`src/rtl/reg_acc.sv`:
```
// Register accumulator: load/clear/inc/dec in one cycle, bit-serial shifts via a down-counter.
// Define REG_ACC_ROTATE_EN to make shifts rotate instead of filling with zeros.
module reg_acc #(
    parameter  int WIDTH = 8,
    localparam int SHW   = $clog2(WIDTH) + 1
) (
    input  logic             clk,
    input  logic             rst,
    input  logic             op_valid,
    input  logic [2:0]       op,
    input  logic [WIDTH-1:0] bus,
    input  logic [SHW-1:0]   shamt,
    input  logic             out_en,
    output logic [WIDTH-1:0] out,
    output logic [WIDTH-1:0] bus_out,
    output logic             zero,
    output logic             carry,
    output logic             busy,
    output logic             done
);

    // state | meaning
    // IDLE  | ready to accept an op
    // SHIFT | shifting one bit per edge until the counter reaches 0
    typedef enum logic {IDLE, SHIFT} state_e;

`ifdef REG_ACC_ROTATE_EN
    localparam bit ROTATE = 1'b1;
`else
    localparam bit ROTATE = 1'b0;
`endif

    localparam logic [SHW-1:0] SH_MAX = SHW'(WIDTH);

    state_e           state_q, state_d;
    logic [WIDTH-1:0] acc_q, acc_d;
    logic             carry_q, carry_d;
    logic             done_q, done_d;
    logic [SHW-1:0]   cnt_q, cnt_d;
    logic             left_q, left_d;

    always_ff @(posedge clk or negedge rst) begin
        if (!rst) begin
            state_q <= IDLE;
            acc_q   <= '0;
            carry_q <= 1'b0;
            done_q  <= 1'b0;
            cnt_q   <= '0;
            left_q  <= 1'b0;
        end else begin
            state_q <= state_d;
            acc_q   <= acc_d;
            carry_q <= carry_d;
            done_q  <= done_d;
            cnt_q   <= cnt_d;
            left_q  <= left_d;
        end
    end

    always_comb begin
        state_d = state_q;
        acc_d   = acc_q;
        carry_d = carry_q;
        done_d  = 1'b0;
        cnt_d   = cnt_q;
        left_d  = left_q;
        case (state_q)
            IDLE: begin
                if (op_valid) begin
                    done_d = 1'b1;
                    case (op)
                        3'b001: begin
                            acc_d   = bus;
                            carry_d = 1'b0;
                        end
                        3'b010: begin
                            acc_d   = '0;
                            carry_d = 1'b0;
                        end
                        3'b011: {carry_d, acc_d} = {1'b0, acc_q} + {{WIDTH{1'b0}}, 1'b1};
                        // Borrow appears as the extra top bit going to 1 on 0 - 1.
                        3'b100: {carry_d, acc_d} = {1'b0, acc_q} - {{WIDTH{1'b0}}, 1'b1};
                        3'b101, 3'b110: begin
                            left_d = (op == 3'b101);
                            if (shamt == '0) begin
                                carry_d = 1'b0;
                            end else begin
                                done_d  = 1'b0;
                                cnt_d   = (shamt > SH_MAX) ? SH_MAX : shamt;
                                state_d = SHIFT;
                            end
                        end
                        default: ;
                    endcase
                end
            end
            SHIFT: begin
                if (left_q) begin
                    carry_d = acc_q[WIDTH-1];
                    acc_d   = {acc_q[WIDTH-2:0], ROTATE & acc_q[WIDTH-1]};
                end else begin
                    carry_d = acc_q[0];
                    acc_d   = {ROTATE & acc_q[0], acc_q[WIDTH-1:1]};
                end
                cnt_d = cnt_q - 1'b1;
                if (cnt_q == {{(SHW-1){1'b0}}, 1'b1}) begin
                    state_d = IDLE;
                    done_d  = 1'b1;
                end
            end
            default: state_d = IDLE;
        endcase
    end

    assign out     = acc_q;
    assign bus_out = out_en ? acc_q : '0;
    assign zero    = (acc_q == '0);
    assign carry   = carry_q;
    assign busy    = (state_q == SHIFT);
    assign done    = done_q;

endmodule

```
`config.mk`:
```
export PLATFORM = sky130hd
export DESIGN_NAME = reg_acc
export DESIGN_NICKNAME = d
export VERILOG_FILES = /design/src/rtl/reg_acc.sv
export SDC_FILE = /design/constraint.sdc
export NUM_CORES = 1
export LEC_CHECK = 0
export ABC_AREA = 0
export CAP_MARGIN = 0
export CORE_MARGIN = 2
export CORE_UTILIZATION = 45
export DETAILED_ROUTE_END_ITERATION = 10
export GPL_TIMING_DRIVEN = 0
export PLACE_DENSITY = 0.77
export SYNTH_ARGS = -nofsm -noshare
export SYNTH_HDL_FRONTEND = slang
export SYNTH_SLANG_ARGS = --single-unit
```
`constraint.sdc`:
```
create_clock -name clk -period 1.88 [get_ports clk]
set_input_delay 0.188 -clock clk [delete_from_list [all_inputs] [get_ports clk]]
set_output_delay 0.188 -clock clk [all_outputs]
set_load 0.005 [all_outputs]
```
Word-level counts from Yosys, hierarchy flattened
Cells that the tools add are included.
W data, S select, Z words.
{"block": "classes", "n_mux": 25, "n_addsub": 3, "n_bitwise": 1, "reduce_logical": 8, "eq_ne": 13, "order_cmp": 1}
{"cell": "$pmux W8 S4", "count": 1}
{"cell": "$mux W8", "count": 3}
{"cell": "$mux W4", "count": 4}
{"cell": "$pmux W8 S2", "count": 1}
{"cell": "$mux W1", "count": 11}
{"cell": "$add A8 B1 Y9 const B", "count": 1}
{"cell": "$eq A3 B3 Y1 const B", "count": 3}
{"cell": "$reduce_and A3 Y1", "count": 3}
{"cell": "$sub A8 B1 Y9 const B", "count": 1}
{"cell": "$logic_not A8 Y1", "count": 1}
{"cell": "$pmux W4 S2", "count": 1}
{"cell": "$eq A3 B2 Y1 const B", "count": 2}
{"cell": "$pmux W1 S2", "count": 3}
{"cell": "$ne A5 B1 Y1 const B", "count": 1}
{"cell": "$ne A5 B2 Y1 const B", "count": 1}
{"cell": "$eq A4 B1 Y1 const B", "count": 1}
{"cell": "$gt A4 B4 Y1 const B", "count": 1}
{"cell": "$logic_not A4 Y1", "count": 1}
{"cell": "$ne A2 B2 Y1 const B", "count": 2}
{"cell": "$pmux W1 S4", "count": 1}
{"cell": "$reduce_or A2 Y1", "count": 2}
{"cell": "$sub A4 B1 Y4 const B", "count": 1}
{"cell": "$eq A3 B1 Y1 const B", "count": 1}
{"cell": "$ne A3 B3 Y1 const B", "count": 1}
{"cell": "other kinds (3)", "count": 3}
{"block": "totals", "input_bits": 19, "regBits": 16, "output_inout_bits": 20}

Logic depth before layout (Yosys ltp)
{"block": "logic_depth", "ltp_word": 6, "ltp_mapped": 8, "ltp_nobuf": 7}

Worst setup path before layout
No wires, ideal clock.
{"block": "synth_timing", "path_kind": "reg-to-reg", "startpoint": "reg acc_q[4], in the netlist out[4]", "endpoint": "reg acc_q[7], in the netlist out[7]", "required_ns": 1.784, "arrival_ns": 1.786, "slack_ns": -0.002, "path_stages_with_launch": 7, "period_less_slack_ns": 1.882, "path_cell_list": "dfrtp_1 -> buf_6 -> or4_4 -> nor3_4 -> a21oi_1 -> o2111a_1 -> a311oi_2"}
{"block": "synth_between", "elab_chain_cells": 4}
{"element": "start: declaration", "line_no": "36", "source": "logic [WIDTH-1:0] acc_q, acc_d;"}
{"element": "start signal: assignment", "line_no": "45", "source": "acc_q <= '0;"}
{"element": "start signal: assignment", "line_no": "52", "source": "acc_q <= acc_d;"}
{"element": "$sub A8 B1 Y9 or $add A8 B1 Y9 (tied branches)", "line_no": "82, 80"}
{"element": "$pmux W8 S4 (*)", "line_no": "71", "source": "case (op)"}
{"element": "$mux W8 (*)", "line_no": "69", "source": "if (op_valid) begin"}
{"element": "$pmux W8 S2 (*)", "line_no": "67", "source": "case (state_q)"}
Every way passes the cells marked *; elsewhere a longest branch is shown, timed or not. The select of a mux whose other input is x is not followed.
A chain may end at the register's enable or synchronous reset.

Worst setup path after layout
Same ends and word-level chain as after synthesis.

==> summary.txt <==
Logic synthesis
  • Mux share of post-synthesis cell area: 3.978%
  • Mapped cell area: 1573 um^2
  • Post-synthesis compound-gate area fraction: 26.73%
  • Flops & latches, synth: 16
  • Fraction of registers with async set/reset: 100.0%
  • Part of the Yosys area used for sequential elements: 25.46%
  • Mapped Nets: 226
  • Synth area leaders: dfrtp_1 25%, o21ai_0 5.4%, nand2_1 4.5%, a21oi_1 4.1%, ha_1 4.0%
  • Yosys warning count: 0
  • Simple-Gate Fraction of Synth Area: 27.21%
  • Post-synth cell types: 58
  • Synth Area in Adders: 4.694%
  • Main synth FF type: dfrtp_1
  • Gate Count Post-Synth: 202
  • Avg Inst Size Synth: 7.786 um^2
  • Post-Synth XOR/XNOR Area: 3.898%
  • Largest family of logic cells by synthesized area: simple AND/OR/NAND/NOR gates
  • Dominant cell type by area after synthesis: dfrtp_1
  • Top-area cell type share of the netlist area: 25.46%
  • Number of flops mapped to enable cells by yosys: 0

Cells and area
  • Layout Utilization: 65.39%
  • ANT cells: 0
  • Fill cell count: 286
  • Sequential cell area: 405.4 um^2
  • Fin area: 2182 um^2
  • Fin nets: 282
  • Commonest cells after routing, fill and taps aside: 36 x clkdlybuf4s50_1, 19 x nand2_1, 18 x buf_4
  • Multi-input gate area in the final layout: 1084 um^2
  • Commonest non-fill, non-tap cell in the layout: clkdlybuf4s50_1
  • Synth-to-layout area growth: 38.74%
  • Share of layout cells above drive strength 1: 19.92%

Clock tree
  • Num CTS Buffers: 3
  • Root buf cell: clkbuf_4
  • Clk sink count: 16
  • H-tree depth: 1
  • Max Buffers Root-to-Sink: 2
  • CTS tree: done
  • Clock-pin transition on the worst setup and hold timing paths: 0.10 ns
  • CTS Hold Bufs: 0
  • Clock insertion delay at the later pin of the skew report: 0.30 ns

Floorplan
  • Full die area: 3984 um^2
  • Core area: 3337 um^2
  • DIE WIDTH: 63.12 um
  • IO Pins: 39
  • Row cnt: 21
  • Initial Utilization: 47.13%
  • Die Ht: 63.12 um

STA
  • Least-Margin Pin Slew: 0.7658 ns
  • RSZ-0062 raised after global routing: true
  • Final Skew: 0.005943 ns
  • Max-slew headroom: 48.79%
  • Final Hold Vio Count: 0
  • Final slew viol count: 0
  • Setup Viol. Count Final: 0
  • Tcrit/Tclk final: 97.83%
  • Post-layout min period: 1.839 ns
  • Fmax: 543.7 MHz

Worst setup path
  • FF-to-FF path depth: 7
  • R2r startpoint: out[4]
  • Worst R2R Setup Slack: 0.04 ns
  • CP Capture Type: flip-flop
  • CP Class: flip-flop to flip-flop
  • Worst Path Arrival: 2.02 ns
  • Worst Setup SP: out[4]
  • Worst-path fanout max: 4
  • Worst Setup Start Kind: flip-flop
  • Reg-to-reg endpoint: out[7]
  • Worst path required time: 2.06 ns

Power and ir drop
  • VDD IR max: 914.8 uV
  • Power per standard cell area: 1266 nW/um^2
  • Leak pwr: 0.9183 nW

Detailed routing
  • DRT Pass-1 Iters: 4
  • Initial DRC count: 126
  • Post-Route WL: 4658 um
  • # DRC: 0
  • Drt wl/cell: 15.42 um
  • Number of routed nets with antenna violations: 0
  • Vias per inst: 5.828
  • Via count: 1760

Placed design
  • Post-DP Area: 2001 um^2
  • Dpl hpwl: 3299 um
  • IO buf count: 37
  • Routability cong.: 0.9103

Global route
  • Total grt overflow: 0
  • Pin count of the biggest net entering global routing: 17
  • Global-route wire length before repair: 7320 um
  • Initial antenna violation count: 0
  • Vias in the first global route: 1564
  • GR Util All Layers: 23.08%

Job
  • Max-cap viol count: 0

Min path
  • Hold WC Path Type: primary input to async pin

Run status
  • Status: completed
==> cells in the mapped netlist, types with 7 or more instances <==
cell	n
buf_2	8
a21oi_1	13
clkbuf_1	7
inv_1	10
nand2_1	19
nor2_1	9
dfrtp_1	16
and2_1	7
o21ai_0	17
==> stage by stage <==
stage / std cells / setup TNS (ns) / hold WS, ns / setup WS (ns) / power, W
4_1_cts: 290 / -0.05963 / 0.3663 / -0.05545 / 0.002600
3_3_place_gp: 285 / -4.473 / 0.4859 / -0.5377 / 0.002302
6_report: 302 / 0 / 0.3232 / 0.04086 / 0.002763
2_1_floorplan: 202 / 0 / -0.1076 / 0.04811 / 0.001690
3_5_place_dp: 285 / -4.575 / 0.4888 / -0.5228 / 0.002331
5_1_grt: 302 / -0.1663 / 0.3989 / -0.07608 / 0.002977
==> area by class of cell <==
class	instances	area share [%]
plain buffers	14	3.440
clock buffers	3	1.032
inverters	11	1.892
multi-input cells	158	49.66
flip-flops and latches	16	18.58
well taps	46	2.638
repair buffers	54	22.76
==> logic make-up (layout without fill, tap and decap cells) <==
group	after synthesis	in the layout
AND/OR/NAND/NOR	75	75
AO/OA/AOI/OAI	64	64
buffers and inverters	28	82
flip-flops	16	16
XOR/XNOR	7	7
adder cells (fa/ha/maj)	6	6
multiplexers	6	6
==> report_power, final <==
group	switching (W)	total [W]	internal, W
logic	0.000918	0.00186	0.000939
registers	0.000197	0.000708	0.000510
clock network	0.000123	0.000197	0.0000749
total	0.00124	0.00276	0.00152
==> worst max-delay path: stages, from the launching register on <==
cell and delay, ns:
dfrtp_1 0.44, or4_4 0.56, buf_6 0.15, nor3_4 0.11
buf_4 0.13, nand3b_1 0.09, o2111a_1 0.20, a311oi_2 0.04
==> flip-flops by register name, summed over array words and instances (netlist names) <==
name,flops
out,8
busy,1
done,1
carry,1
left_q,1
cnt_q,4
==> metal layers <==
metal | wire [um] | GRT usage [%] | part of all wire [%] | up-vias
met2 | 2215 | 36.97 | 48 | 71
met5 | 0 | 0 | 0 | -
met1 | 2044 | 30.34 | 44 | 829
li1 | - | - | - | 849
met4 | 111 | 10.83 | 2.4 | 0
met3 | 286 | 3.750 | 6.1 | 11
==> worst max path at each step <==
stage / slack, ns / depth (start not counted) / end
after floorplan: 0.05 / 6 / out[7]
after global placement: -0.54 / 7 / out[2]
after detailed placement: -0.52 / 7 / out[2]
after CTS: -0.06 / 8 / out[7]
after global routing: -0.08 / 7 / out[7]
final: 0.04 / 7 / out[7]
==> repair_timing <==
item                                    4_1_cts  5_1_grt
endpoints found under the setup margin       12       14
pin swaps                                     6        5
buffers inserted                              4       13
resized for setup                            13       15
Note: power is estimated with default switching activity, not from simulation.
